===== config.mk =====
export PLATFORM = sky130hd
export DESIGN_NAME = trian_data_check_flat
export DESIGN_NICKNAME = d
export VERILOG_FILES = /design/src/rtl/trian_data_check_if.sv /design/src/rtl/trian_data_check.sv /design/src/flat_wrapper.sv
export SDC_FILE = /design/constraint.sdc
export NUM_CORES = 1
export LEC_CHECK = 0
export CAP_MARGIN = 10
export CORE_UTILIZATION = 39
export CTS_CLUSTER_DIAMETER = 30
export CTS_CLUSTER_SIZE = 40
export DETAILED_ROUTE_END_ITERATION = 10
export HOLD_SLACK_MARGIN = 0.02
export PLACE_DENSITY = 0.7
export SLEW_MARGIN = 25
export SYNTH_ARGS = -nofsm -noshare
export SYNTH_HDL_FRONTEND = slang
export SYNTH_SLANG_ARGS = --single-unit

===== constraint.sdc =====
create_clock -name CLK -period 4.8 [get_ports CLK]
set_input_delay 0.72 -clock CLK [delete_from_list [all_inputs] [get_ports CLK]]
set_output_delay 0.72 -clock CLK [all_outputs]
set_load 0.02 [all_outputs]

===== src/rtl/trian_data_check_if.sv =====
// Sample bus from the SDRAM read FIFO into the triangle-pattern checker.
// The FIFO side drives through master; the checker listens through slave.
interface trian_data_check_if #(
  parameter int dinsize = 320
);
  logic               DIN_VALID;
  logic [dinsize-1:0] DIN;

  modport master (output DIN_VALID, DIN);
  modport slave  (input  DIN_VALID, DIN);
endinterface


===== src/rtl/trian_data_check.sv =====
// Receive-side checker for the triangle test pattern. It locks onto a stream
// whose lanes all count 0..MAX..0 together, then compares every valid word
// with the predicted next value. It reports error pulses, saturating error and
// sample counts, and the mask of lanes that were wrong on the latest error.
module trian_data_check #(
  parameter int batchsize = 10,
  parameter int batchnum  = 32,
  parameter int dinsize   = batchsize * batchnum
) (
  input  logic                CLK,
  input  logic                RST_N,
  input  logic                CLR,
  trian_data_check_if.slave   bus,
  output logic                LOCKED,
  output logic                ERR,
  output logic [31:0]         ERR_CNT,
  output logic [31:0]         SAMPLE_CNT,
  output logic [batchnum-1:0] ERR_LANES
);

  localparam logic [batchsize-1:0] MAX  = '1;
  localparam logic [batchsize-1:0] ZERO = '0;
  localparam logic [batchsize-1:0] ONE  = batchsize'(1);

  typedef enum logic [1:0] {ST_UNLOCKED, ST_ARMED, ST_LOCKED} state_t;
  typedef enum logic       {DIR_UP, DIR_DOWN} dir_t;

  state_t               state;
  dir_t                 dir;
  logic [batchsize-1:0] last;

  logic [batchsize-1:0] lane0;
  logic [batchsize-1:0] expected;
  logic                 consistent;
  logic [batchnum-1:0]  miss;

  // Classify the incoming word: lanes equal to lane 0, and lanes off the prediction.
  always_comb begin
    // NOTE: every signal gets a default before the loop so no latch is inferred.
    lane0      = bus.DIN[batchsize-1:0];
    expected   = (dir == DIR_UP) ? last + ONE : last - ONE;
    consistent = 1'b1;
    miss       = '0;
    for (int i = 0; i < batchnum; i++) begin
      if (bus.DIN[i*batchsize +: batchsize] != lane0) consistent = 1'b0;
      miss[i] = (bus.DIN[i*batchsize +: batchsize] != expected);
    end
  end

  // Lock/track state machine with registered status outputs.
  always_ff @(posedge CLK or negedge RST_N) begin
    // NOTE: state and outputs use non-blocking assignments so every flop updates from pre-edge values.
    if (!RST_N) begin
      state      <= ST_UNLOCKED;
      dir        <= DIR_UP;
      last       <= '0;
      LOCKED     <= 1'b0;
      ERR        <= 1'b0;
      ERR_CNT    <= '0;
      SAMPLE_CNT <= '0;
      ERR_LANES  <= '0;
    end else if (CLR) begin
      state      <= ST_UNLOCKED;
      dir        <= DIR_UP;
      last       <= '0;
      LOCKED     <= 1'b0;
      ERR        <= 1'b0;
      ERR_CNT    <= '0;
      SAMPLE_CNT <= '0;
      ERR_LANES  <= '0;
    end else begin
      ERR <= 1'b0;
      if (bus.DIN_VALID) begin
        case (state)
          ST_UNLOCKED: begin
            if (consistent) begin
              last  <= lane0;
              state <= ST_ARMED;
            end
          end
          ST_ARMED: begin
            if (!consistent) begin
              state <= ST_UNLOCKED;
            end else if (last != MAX && lane0 == last + ONE) begin
              state  <= ST_LOCKED;
              LOCKED <= 1'b1;
              last   <= lane0;
              dir    <= (lane0 == MAX) ? DIR_DOWN : DIR_UP;
            end else if (last != ZERO && lane0 == last - ONE) begin
              state  <= ST_LOCKED;
              LOCKED <= 1'b1;
              last   <= lane0;
              dir    <= (lane0 == ZERO) ? DIR_UP : DIR_DOWN;
            end else begin
              last <= lane0;
            end
          end
          ST_LOCKED: begin
            if (SAMPLE_CNT != '1) SAMPLE_CNT <= SAMPLE_CNT + 32'd1;
            if (miss == '0) begin
              last <= expected;
              if (dir == DIR_UP && expected == MAX)         dir <= DIR_DOWN;
              else if (dir == DIR_DOWN && expected == ZERO) dir <= DIR_UP;
            end else begin
              ERR       <= 1'b1;
              ERR_LANES <= miss;
              LOCKED    <= 1'b0;
              if (ERR_CNT != '1) ERR_CNT <= ERR_CNT + 32'd1;
              if (consistent) begin
                last  <= lane0;
                state <= ST_ARMED;
              end else begin
                state <= ST_UNLOCKED;
              end
            end
          end
          default: begin
            state  <= ST_UNLOCKED;
            LOCKED <= 1'b0;
          end
        endcase
      end
    end
  end

endmodule


===== src/flat_wrapper.sv =====
// flat-port wrapper written by rule: the top's interface ports become plain ports
module trian_data_check_flat 
#(
  parameter int batchsize = 10,
  parameter int batchnum  = 32,
  parameter int dinsize   = batchsize * batchnum
)
  (CLK, RST_N, CLR, LOCKED, ERR, ERR_CNT, SAMPLE_CNT, ERR_LANES, bus_DIN_VALID, bus_DIN);
  trian_data_check_if #(.dinsize(dinsize)) bus_i ();
  input  logic CLK;
  input  logic RST_N;
  input  logic CLR;
  output logic LOCKED;
  output logic ERR;
  output logic [31:0] ERR_CNT;
  output logic [31:0] SAMPLE_CNT;
  output logic [batchnum-1:0] ERR_LANES;
  input wire logic [$bits(bus_i.DIN_VALID)-1:0] bus_DIN_VALID;
  input wire logic [$bits(bus_i.DIN)-1:0] bus_DIN;
  assign bus_i.DIN_VALID = bus_DIN_VALID;
  assign bus_i.DIN = bus_DIN;
  trian_data_check #(.batchsize(batchsize), .batchnum(batchnum), .dinsize(dinsize)) u_core (.CLK(CLK), .RST_N(RST_N), .CLR(CLR), .bus(bus_i), .LOCKED(LOCKED), .ERR(ERR), .ERR_CNT(ERR_CNT), .SAMPLE_CNT(SAMPLE_CNT), .ERR_LANES(ERR_LANES));
endmodule

==> qor.csv <==
metric,value,unit
IO Port Bufs,421,
antenna violations before repair,11,
peak clock frequency supported by timing,0.209,GHz
routed wire length,96100,um
final weighted congestion of routability-driven global placement,1.08,
switching power as a share of total power,0.406,
maximum clock skew at final layout,0.0175,ns
biggest fanout along the worst timing path,14,
power density over the cells,165,nW/um^2
share of final-layout standard cells stronger than drive strength 1,0.153,
clock tree root driver cell,clkbuf_16,
post-layout minimum cycle time,4.78,ns
clock latency reported for the late side of the worst-skew pair,0.39,ns
fraction of synthesis flops using an asynchronous set or reset pin,1.00,
overall global routing resource usage,0.476,
total grt overflow,0,
"number of placed instances, taps included",2950,
Std-Cell Core Area,37800,um^2
Die ar.,39400,um^2
TNS Setup,0,ns
number of vias in the routed layout,19600,
drt via density,6.53,
net count after synthesis,2241,
total of flip-flops plus latches after synthesis,111,
end point of the critical path,u_core.ERR_CNT[20]$_DFFE_PN0P_,
number of pins with negative max-slew slack in the final report,0,
final routed DRC violation total,0,
prevailing post-synth register cell,dfrtp_1,
TritonCTS Buffers,9,
buffer depth of the longest clock path,2,
"Hold-fix buffers, CTS",0,
first-pass GRT wire length,132000,um
TritonCTS clock tree,done,
endpoint of the most critical register-to-register path,u_core.ERR_CNT[20]$_DFFE_PN0P_,
DP Wirelength,80200,um
worst slew margin relative to its limit,0.380,
share of synthesized area occupied by flip-flops and latches,0.185,
worst slack on hold paths,0.424,ns
Top-Level Pins,422,
CTS Sinks,111,
number of core rows,71,
Flop pwr share,0.271,
number of global-route vias before repair,18200,
net switching power,1.50,mW
worst hold path class,in -> async,
Pre-antenna DRT Iters,8,
deepest level of the CTS H-tree,3,
worst-case vdd ir drop,0.156,mV
required time at the endpoint of the critical path,5.02,ns
worst setup path category,reg -> reg,
transition time at the pin with the least slew margin,0.930,ns
Combinational Power Share,0.518,
type of origin of the critical path,register,
# setup viols final,0,
pin count of the biggest net entering global routing,88,
part of the power in the clock network,0.211,
post-synthesis cell count,1912,
R2R setup slack,0.02,ns
effective utilization at floorplan,0.398,
Fin. Hold Viols,0,
number of routed nets with antenna violations,0,
width of the die,198,um
data arrival at the endpoint of the critical path,5.00,ns
count of non-filler cells in the finished layout,3006,
launch point of the worst path,u_core.last[1]$_DFFE_PN0P_,
Avg Synthesized Cell Area,7.87,um^2
layout overhead on the synthesized area,48.7,%
ratio of final minimum period to clock period,0.997,
post-synthesis cell type count,99,
startpoint of the lowest-slack register-to-register path,u_core.last[1]$_DFFE_PN0P_,
Reg2Reg Depth,18,
cell internal pwr,2.19,mW
status,completed,
Starting DRT DRC Count,2887,
Die Y-Extent,198,um
CP endpoint kind,register,
WL per Instance,32.0,um
total number of nets in the final design,2812,
clock transition at the registers of the reported paths,0.09,ns
leakage power,8.46,nW
area after detailed placement,21400,um^2
total of warnings raised by yosys,0,
summed instance area of the synthesized netlist,15000,um^2
finished layout cell area,22400,um^2
Max-Cap Viols,0,
number of flops mapped to enable cells by yosys,0,
-- repair_timing --
item	CTS	global route
setup buffers	0	32
gates cloned	0	1
setup endpoints to repair	71	72
pin swaps	0	23
endpoints found under the hold margin	0	0
gates resized for setup	5	55
-- sequential cells by signal, indices dropped and copies added (netlist names) --
register and cells:
u_core.ERR 1, u_core.ERR_CNT 32, u_core.ERR_LANES 32, u_core.LOCKED 1, u_core.SAMPLE_CNT 32, u_core.dir 1
u_core.last 10, u_core.state 2
-- cell usage in the layout, fill, tap and decap left out, types with 75 or more instances in the layout --
master	instances
nand4_1	90
a21oi_1	96
xnor2_1	215
nor2_1	159
nand2_1	114
o21ai_0	88
nand3_1	91
buf_4	246
xor2_1	104
and3_1	75
dfrtp_1	107
clkdlybuf4s50_1	419
-- worst max-delay path, stage by stage (launching register included) --
cell and delay (ns):
dfrtp_2 0.46, inv_1 0.12, ha_2 0.21, or3b_4 0.38, o22a_1 0.28, buf_4 0.23
xnor2_4 0.16, xnor2_1 0.34, nand4_1 0.38, nor4bb_2 0.45, buf_4 0.20, and3_1 0.15
nand4_1 0.19, nor3_4 0.26, buf_4 0.15, o21a_2 0.22, buf_4 0.21, or3_1 0.15
a21oi_1 0.08
-- power by group through the flow --
| stage | sequential [mW] | combinational (mW) | clock (mW) |
|---|---|---|---|
| after global routing | 1.00 | 1.95 | 0.821 |
| after CTS | 0.997 | 1.75 | 0.785 |
| after floorplan | 1.04 | 0.731 | 0 |
| final | 0.998 | 1.91 | 0.779 |
| after global placement | 1.01 | 1.74 | 0 |
| after detailed placement | 1.02 | 1.74 | 0 |
-- how the worst min path moves through the flow --
stage | from | end | slack (ns) | depth (start not counted)
after floorplan | RST_N | u_core.ERR$_DFF_PN0_ | 0.42 | 0
after global placement | u_core.ERR_LANES[19]$_DFFE_PN0P_ | u_core.ERR_LANES[19]$_DFFE_PN0P_ | 0.48 | 1
after detailed placement | u_core.ERR_LANES[28]$_DFFE_PN0P_ | u_core.ERR_LANES[28]$_DFFE_PN0P_ | 0.48 | 1
after CTS | RST_N | u_core.ERR_CNT[16]$_DFFE_PN0P_ | 0.46 | 1
after global routing | RST_N | u_core.ERR_CNT[16]$_DFFE_PN0P_ | 0.49 | 1
final | RST_N | u_core.ERR_CNT[16]$_DFFE_PN0P_ | 0.42 | 1
-- synth_stat cells (all sizes together) (6+ instances only) --
cell       n  area share
dfrtp    111        0.18
mux2       9      0.0067
xor2     106       0.062
buf       51       0.019
nand3b     6      0.0030
o22ai     11      0.0046
nor3b      7      0.0038
and4      17      0.0099
nand4     90       0.037
mux2i     19       0.013
nor4      52       0.024
nand3     93       0.031
xnor3     38       0.057
a21o       7      0.0035
clkbuf    82       0.021
nor3      62       0.022
o31ai     21       0.010
and2      11      0.0046
or3       48       0.020
a221oi     6      0.0035
inv       22      0.0055
nand4b     6      0.0035
a31oi     25       0.010
a311oi     7      0.0041
nor2b     13      0.0054
and3      75       0.031
nor4b     10      0.0058
nand2    114       0.028
xnor2    223        0.13
o2111ai   12      0.0070
o21ai    103       0.035
or4       53       0.027
nor2     160       0.040
o21a      13      0.0066
a211oi    13      0.0065
o211ai    10      0.0050
a2111oi   14      0.0086
a21oi    100       0.034
-- logic make-up after synthesis --
kind of cell               share of synthesized area
and+or+nand+nor                                0.309
AOI/OAI and AO/OA                              0.176
xor gates and xnor gates                       0.260
muxes                                         0.0202
buffers and inverters                         0.0456
DFF                                            0.185
adders and majority gates                    0.00416
-- cell type report --
type                    instances  area [um^2]
flip-flops and latches        111         2780
clock buffers                   9          225
diodes                          7         17.5
fillers                      3377        15500
well taps                     511          639
inverters                      25         93.8
repair buffers                693         6560
clock inverters                 7         81.3
multi-input cells            1643        12000
-- stage by stage --
stage	power, mW	setup WS (ns)	utilization
after floorplan	1.77	0.00975	-
after global placement	2.75	-0.145	0.565
after detailed placement	2.76	-0.257	0.565
after CTS	3.54	0.00970	0.573
after global routing	3.78	-0.108	0.591
final	3.69	0.0153	0.591
-- metal layers --
metal,GRT usage,vias up,share of wire
met2,0.734,1580,0.44
met3,0.115,356,0.12
li1,-,8295,-
met5,0.0115,-,0.00083
met4,0.299,6,0.076
met1,0.595,9395,0.37
Power figures use the tool's default switching activity.
